**src/rtl/asfifo_reader_pkg.sv**
```systemverilog
`default_nettype none
// ============================================================================
// asfifo_reader_pkg : shared constants and helpers for the async FIFO reader
// Revision: 1.0
// ============================================================================
package asfifo_reader_pkg;

   // Registered read latency of the asynchronous FIFO, in read clocks.
   localparam int ASFIFO_READ_LATENCY = 2;

   function automatic int credit_width(input int depth);
      return $clog2(depth + 1);
   endfunction

endpackage
`default_nettype wire

```
**src/rtl/asfifo_reader_buffer.sv**
```systemverilog
`default_nettype none
// ============================================================================
// asfifo_reader_buffer : circular skid store with push/pop and occupancy
// Revision: 1.0
// ============================================================================
module asfifo_reader_buffer
   import asfifo_reader_pkg::*;
#(
   parameter int data_width = 8,
   parameter int depth      = 4
) (
   input  logic                  clk,
   input  logic                  rst,
   input  logic                  push,
   input  logic [data_width-1:0] push_data,
   input  logic                  pop,
   output logic                  stb,
   output logic [data_width-1:0] data
);
   localparam int c_ptr_w = (depth > 1) ? $clog2(depth) : 1;
   localparam int c_occ_w = credit_width(depth);
   localparam logic [c_occ_w-1:0] c_full = c_occ_w'(depth);
   localparam logic [c_ptr_w-1:0] c_last = c_ptr_w'(depth - 1);

   logic [data_width-1:0] r_mem [depth];
   logic [c_ptr_w-1:0]    r_head;
   logic [c_ptr_w-1:0]    r_tail;
   logic [c_occ_w-1:0]    r_occ;

   function automatic logic [c_ptr_w-1:0] wrap_inc(input logic [c_ptr_w-1:0] p);
      return (p == c_last) ? '0 : p + 1'b1;
   endfunction

   assign stb  = (r_occ != '0);
   assign data = r_mem[r_head];

   always_ff @(posedge clk) begin
      if (push) begin
         r_mem[r_tail] <= push_data;
      end
   end

   always_ff @(posedge clk) begin
      if (rst) begin
         r_head <= '0;
         r_tail <= '0;
         r_occ  <= '0;
      end else begin
         assert (!(push && r_occ == c_full));
         if (push) begin
            r_tail <= wrap_inc(r_tail);
         end
         if (pop) begin
            r_head <= wrap_inc(r_head);
         end
         r_occ <= r_occ + c_occ_w'(push) - c_occ_w'(pop);
      end
   end

endmodule
`default_nettype wire

```
**src/rtl/asfifo_reader.sv**
```systemverilog
`default_nettype none
// ============================================================================
// asfifo_reader : read-side adapter turning the async FIFO's fixed-latency
//                 read port into a lossless strobe/acknowledge stream
// Revision: 1.0
// ============================================================================
module asfifo_reader
   import asfifo_reader_pkg::*;
#(
   parameter int data_width   = 8,
   parameter int buffer_depth = 4
) (
   input  logic                  clk,
   input  logic                  rst,
   input  logic [data_width-1:0] fifo_data,
   input  logic                  fifo_empty,
   output logic                  fifo_read_en,
   output logic                  stb,
   input  logic                  ack,
   output logic [data_width-1:0] data
);
   localparam int c_cnt_w = credit_width(buffer_depth);
   localparam int c_lat   = ASFIFO_READ_LATENCY;
   localparam logic [c_cnt_w-1:0] c_depth = c_cnt_w'(buffer_depth);

   logic [c_cnt_w-1:0] r_cnt;
   logic [c_lat-1:0]   r_inflight;
   logic               w_accept;
   logic               w_pop;

   // Credits cover every in-flight read, so the buffer can never overflow.
   assign fifo_read_en = ~rst & (r_cnt < c_depth);
   assign w_accept     = fifo_read_en & ~fifo_empty;
   assign w_pop        = stb & ack;

   always_ff @(posedge clk) begin
      if (rst) begin
         r_cnt      <= '0;
         r_inflight <= '0;
      end else begin
         assert (r_cnt <= c_depth);
         r_cnt      <= r_cnt + c_cnt_w'(w_accept) - c_cnt_w'(w_pop);
         r_inflight <= {r_inflight[c_lat-2:0], w_accept};
      end
   end

   asfifo_reader_buffer #(
      .data_width (data_width),
      .depth      (buffer_depth)
   ) u_buf (
      .clk       (clk),
      .rst       (rst),
      .push      (r_inflight[c_lat-1]),
      .push_data (fifo_data),
      .pop       (w_pop),
      .stb       (stb),
      .data      (data)
   );

endmodule
`default_nettype wire
```
**config.mk**
```make
export PLATFORM = sky130hd
export DESIGN_NAME = asfifo_reader
export DESIGN_NICKNAME = d
export VERILOG_FILES = /design/src/rtl/asfifo_reader_pkg.sv /design/src/rtl/asfifo_reader_buffer.sv /design/src/rtl/asfifo_reader.sv
export SDC_FILE = /design/constraint.sdc
export NUM_CORES = 1
export LEC_CHECK = 0
export CAP_MARGIN = 20
export CORE_AREA = 4 4 83 85
export CTS_BUF_LIST = sky130_fd_sc_hd__clkbuf_8 sky130_fd_sc_hd__clkbuf_16
export DETAILED_ROUTE_END_ITERATION = 10
export DIE_AREA = 0 0 87 89
export GPL_TIMING_DRIVEN = 0
export PLACE_DENSITY_LB_ADDON = 0.05
export SLEW_MARGIN = 20
export SYNTH_ARGS = -nofsm -noshare
export SYNTH_HDL_FRONTEND = slang
export SYNTH_HIERARCHICAL = 1
export SYNTH_SLANG_ARGS = --single-unit
```
**constraint.sdc**
```tcl
create_clock -name clk -period 3 [get_ports clk]
set_input_delay 0.6 -clock clk [delete_from_list [all_inputs] [get_ports clk]]
set_output_delay 0.6 -clock clk [all_outputs]
set_load 0.005 [all_outputs]
```
# Word level (Yosys, flattened, before mapping)
# Memory sizes are Yosys's and may differ from the RTL's. A register that Yosys moved wholly into a read port is not among the register bits.
# Index checks and enable logic that the tools add are counted.
# W data, S select, Z words.
[op_classes]
add_sub_neg = 6
order_cmp = 1
eq_ne = 2
mux = 6
bitwise_logic = 5
n_reduce_logical = 1
[op_table]
columns = ["operator", "count"]
rows = [
  ["$mux W2", 4],
  ["$add A3 B1 Y3", 2],
  ["$sub A3 B1 Y3", 2],
  ["$add A2 B1 Y2 const B", 2],
  ["$eq A2 B2 Y1 const B", 2],
  ["$and A1 B1 Y1", 3],
  ["$lt A3 B3 Y1 const B", 1],
  ["$reduce_bool A3 Y1", 1],
  ["$mux W1", 2],
  ["$not A1 Y1", 2],
]
[word_totals]
reg_bits = 12
mem_bits_rw = 32
in_bits = 12
word_cells = 27
mem_count = 1
[mem_list]
columns = ["name", "words", "width", "rd", "rd_clocked_by_memory_dff", "wr", "line", "source"]
rows = [
  ["u_buf.r_mem", 4, 8, 1, 1, 1, "asfifo_reader_buffer.sv:25", "logic [data_width-1:0] r_mem [depth];"],
]

# Depth between registers and ports, before layout
[depth]
ltp_word = 5
depth_mapped = 9
ltp_nobuf = 9

# Cells and area by module
# Netlist, hierarchy kept.
[by_module_without_submodules]
columns = ["mod", "instances", "cells_per_inst", "area_per_inst_um2"]
rows = [
  ["asfifo_reader_buffer", 1, 83, 1599.0],
  ["asfifo_reader", 1, 20, 221.5],
]

# Worst setup path after synthesis
# OpenSTA, ideal clock, no wires.
[synth_timing]
path_type = "register to register"
startpoint = "register u_buf.r_occ[1]"
endpoint = "register r_cnt[2]"
setup_time_ns = 0.064
arrival_time_ns = 2.184
required_time_ns = 2.936
slack_ns = 0.751
stages_incl_launch_ff = 9
period_less_slack_ns = 2.249
path_cell_list = "dfxtp_1 or3_1 and2_1 ha_1 inv_1 ha_1 fa_1 xor3_1 nor2_1"
[synth_via]
elab_chain_cells = 3
[synth_lines]
columns = ["element", "line", "source"]
rows = [
  ["start: declaration", "asfifo_reader_buffer.sv:28", "logic [c_occ_w-1:0] r_occ;"],
  ["start signal: assignment", "asfifo_reader_buffer.sv:56", "r_occ <= r_occ + c_occ_w'(push) - c_occ_w'(pop);"],
  ["$reduce_bool A3 Y1", "asfifo_reader_buffer.sv:34", "assign stb = (r_occ != '0);"],
  ["named net stb", "asfifo_reader.sv:18", "output logic stb,"],
  ["$and A1 B1 Y1", "asfifo_reader.sv:34", "assign w_pop = stb & ack;"],
  ["named net w_pop", "asfifo_reader.sv:29", "logic w_pop;"],
  ["$sub A3 B1 Y3", "asfifo_reader.sv:42", "r_cnt <= r_cnt + c_cnt_w'(w_accept) - c_cnt_w'(w_pop);"],
  ["end signal: assignment", "asfifo_reader.sv:42", ""],
  ["end: declaration", "asfifo_reader.sv:26", "logic [c_cnt_w-1:0] r_cnt;"],
]
# The timed path passes the listed nets, and every way through them passes these cells.
# A chain may end at the register's enable or synchronous reset.

# Worst setup path after layout
[layout_timing]
startpoint = "input rst"
endpoint = "register r_cnt[2]"
[layout_via]
elab_chain_cells = 5
[layout_lines]
columns = ["element", "line", "source"]
rows = [
  ["start: declaration", "asfifo_reader.sv:14", "input logic rst,"],
  ["$not A1 Y1", "asfifo_reader.sv:32", "assign fifo_read_en = ~rst & (r_cnt < c_depth);"],
  ["$and A1 B1 Y1", "asfifo_reader.sv:32", ""],
  ["$and A1 B1 Y1", "asfifo_reader.sv:33", "assign w_accept = fifo_read_en & ~fifo_empty;"],
  ["$add A3 B1 Y3", "asfifo_reader.sv:42", ""],
  ["$sub A3 B1 Y3", "asfifo_reader.sv:42", ""],
]
# Parallel ways exist; a longest one is shown, timed or not.

==> summary.md <==
| Metric | Value |
|---|---|
| Final wirelength | `2960 um` |
| Root Buffer | `sky130_fd_sc_hd__clkbuf_8` |
| Cells along the critical path | `clkdlybuf4s50_1 -> nor3_1 -> inv_1 -> ha_1 -> inv_1 -> ha_1 -> fa_1 -> xor3_1 -> nor2_1` |
| Number of buffers on the longest clock path | `2` |
| Routed len/inst | `14.2 um` |
| Setup Total Neg Slack | `0 ns` |
| Drt first pass iters | `3` |
| Kind of critical path | `input port to register` |
| Initial core utilization | `29.3%` |
| Final net count | `154` |
| Antenna-violating nets left | `0` |
| Number of I/O pins | `22` |
| Global-route usage over all layers | `8.82%` |
| Final critical-path required period | `2.70 ns` |
| Post_cts resized | `0` |
| Crit start category | `input port` |
| Vias | `905` |
| Row cnt | `29` |
| First-pass GRT wire length | `4800 um` |
| Yosys warns | `6` |
| Width of the chip | `87 um` |
| Layout cells sized above 1 | `12.9%` |
| Total of flip-flops plus latches after synthesis | `46` |
| Buffers added on ports | `21` |
| Number of cells traversed by the worst register-to-register path | `8` |
| Crit path setup slack, layout | `0.297 ns` |
| FMAX | `370 MHz` |
| Final Hold Vio Count | `0` |
| Pin count of the biggest net entering global routing | `15` |
| Worst hold margin | `0.451 ns` |
| Comb pwr share | `26.3%` |
| RePlAce Congestion | `0.671` |
| Net switching share of the total power | `22.8%` |
| Cells after Synth | `103` |
| Peak per-stage delay on the critical path | `0.66 ns` |
| Area added between synthesis and finish | `24.1%` |
| Worst-path fanout max | `13` |
| Syn avg cell area | `17.7 sq um` |
| Vertical die dimension | `89 um` |
| Antenna violations before repair | `0` |
| Static leakage | `0.802 nW` |
| Worst-path clk slew | `0.09 ns` |
| Unrepaired setup endpoints after global routing | `no` |
| Number of diodes | `0` |
| Number of different library cells in the post-synthesis netlist | `19` |
| Max capacitance violation total | `0` |
| Clock skew | `0.00819 ns` |
| Critical-path cell with the highest stage delay | `sky130_fd_sc_hd__clkdlybuf4s50_1` |
| Detailed router's first-iteration violation count | `46` |
| Area of the die | `0.00774 sq mm` |
| Switching power summed over all nets | `0.000402 W` |
| Total setup buffers inserted after CTS | `0` |
| Worst slack after detailed placement | `-0.0792 ns` |
| Placed Instances | `201` |
| Setup violators final | `0` |
| Power per cell area | `782 mW/mm^2` |
| Actual slew at the worst max-slew pin | `0.492 ns` |
| Routed via count divided by cell count | `4.33` |
| TritonCTS clock tree | `done` |
| Ratio of final minimum period to clock period | `90.1%` |
| Area of the placeable core | `0.00620 sq mm` |
| Clock tree sinks | `46` |
| Proportion of synthesized chip area in sequential cells | `68.2%` |
| Sequential share of power | `43.8%` |
| Total gr overflow | `0` |
| Fin. max-slew vios | `0` |
| Cell Int Power | `0.00137 W` |
| Post-synth net total | `126` |
| Cell family contributing the most delay on the critical path | `adder cells` |
| Peak supply drop | `0.000290 V` |
| Setup crit end kind | `register` |
| Min-Delay Path Class | `register to register` |
| Worst reg-to-reg setup slack | `0.64 ns` |
| Worst slew slack as a fraction of its limit | `67.1%` |
| CTS H-tree depth | `2` |
| Placed wire-length estimate after detailed placement | `2010 um` |
| Buffering stage count on the worst path with inverters included | `3` |
| Most frequent standard cell in the layout excluding fill and tap cells | `sky130_fd_sc_hd__edfxtp_1` |
| Number of buffers added by the clock tree synthesis step | `5` |
| Clk pwr share | `29.9%` |
| Summed instance area of the synthesized netlist | `0.00182 sq mm` |
| Result of the run | `completed` |
| Latest clock arrival within the worst-skew pair | `0.29 ns` |
| Via count of the first global-routing pass | `1,015` |
| Post-layout instance count excluding filler cells | `209` |
| Hold buffer count at CTS | `0` |
| Crit path DAT | `2.94 ns` |
| Required @ worst endpoint | `3.23 ns` |
| DRC errors left | `0` |
| Instance count on the critical path | `9` |
| Min-Delay Path Depth | `1` |
| Commonest cells after routing, fill and taps aside | `32 x sky130_fd_sc_hd__edfxtp_1, 21 x sky130_fd_sc_hd__clkdlybuf4s50_1, 14 x sky130_fd_sc_hd__dfxtp_1` |
[metrics by stage]
step | utilization, % | power (W) | area, sq um
finish | 36.4 | 0.00177 | 2260
global route | 36.4 | 0.00188 | 2260
CTS | 36.4 | 0.00180 | 2260
detailed placement | 34.3 | 0.00127 | 2130
global placement | 34.3 | 0.00125 | 2130
floorplan | - | 0.00110 | 1820
[cell type report]
type                    count  area (sq um)
plain buffers               2          16.3
clock buffers               5          68.8
clock inverters             3          63.8
fillers                   610          3950
inverters                   9          33.8
multi-input cells          46           529
flip-flops and latches     46          1240
well taps                  77          96.3
repair buffers             21           210
[synthesized netlist by cell type]
cell,instances,area (sq um)
sky130_fd_sc_hd__and2_1,5,31.3
sky130_fd_sc_hd__mux2i_1,2,20.0
sky130_fd_sc_hd__xor3_1,1,23.8
sky130_fd_sc_hd__inv_1,9,33.8
sky130_fd_sc_hd__xnor3_1,1,22.5
sky130_fd_sc_hd__clkbuf_2,1,5.00
sky130_fd_sc_hd__edfxtp_1,32,961
sky130_fd_sc_hd__or3b_1,2,17.5
sky130_fd_sc_hd__nor2b_1,4,25.0
sky130_fd_sc_hd__or3_1,1,6.26
sky130_fd_sc_hd__nor3_1,1,5.00
sky130_fd_sc_hd__fa_1,2,40.0
sky130_fd_sc_hd__nor2_1,6,22.5
sky130_fd_sc_hd__a21oi_1,2,10.0
sky130_fd_sc_hd__dfxtp_1,14,280
sky130_fd_sc_hd__nand2b_1,2,12.5
sky130_fd_sc_hd__buf_6,1,11.3
sky130_fd_sc_hd__ha_1,9,113
sky130_fd_sc_hd__mux4_2,8,180
[path summary, 6_finish.rpt]
| check | start | end |
|---|---|---|
| setup / recovery | rst | r_cnt[2] |
| hold / removal | r_inflight[0] | r_inflight[1] |
| setup reg to reg | u_buf/r_occ[1] | r_cnt[2] |
| hold reg to reg | r_inflight[0] | r_inflight[1] |
[per-layer routing]
metal / part of all wire (%) / up-vias / wire, um / global-route usage [%]
li1: - / 430 / - / -
met1: 40 / 450 / 1170 / 8.91
met2: 53 / 20 / 1580 / 16.1
met3: 5.2 / 5 / 155 / 3.23
met4: 1.9 / 0 / 55 / 4.25
met5: 0 / - / 0 / 0
[worst register-to-register path, delay by kind of cell, from the launching register on]
kind	cells	cell delay (ns)
fa+ha+maj	3	0.87
simple gates	3	0.70
xor+xnor	1	0.36
flops	1	0.35
buf+inv	1	0.04
[state kept, by name, indices dropped and copies added (netlist names), named ones only]
name,count
u_buf/r_tail,2
r_cnt,3
u_buf/r_mem,32
r_inflight,2
u_buf/r_occ,3
u_buf/r_head,2
[cell families after synthesis]
kind of cell / count (synthesis) / synth area share [%]
AOI/OAI and AO/OA: 2 / 0.550
xor gates and xnor gates: 2 / 2.54
adders and majority gates: 11 / 8.39
buffers and inverters: 11 / 2.75
DFF: 46 / 68.2
muxes: 10 / 11.0
and+or+nand+nor: 21 / 6.60
[power groups by stage]
stage | clock (W) | sequential, W | combinational [W]
floorplan | 0 | 0.000781 | 0.000315
global placement | 0 | 0.000787 | 0.000466
detailed placement | 0 | 0.000791 | 0.000477
CTS | 0.000546 | 0.000776 | 0.000481
global route | 0.000571 | 0.000784 | 0.000525
finish | 0.000528 | 0.000775 | 0.000465
Power figures use the tool's default switching activity.
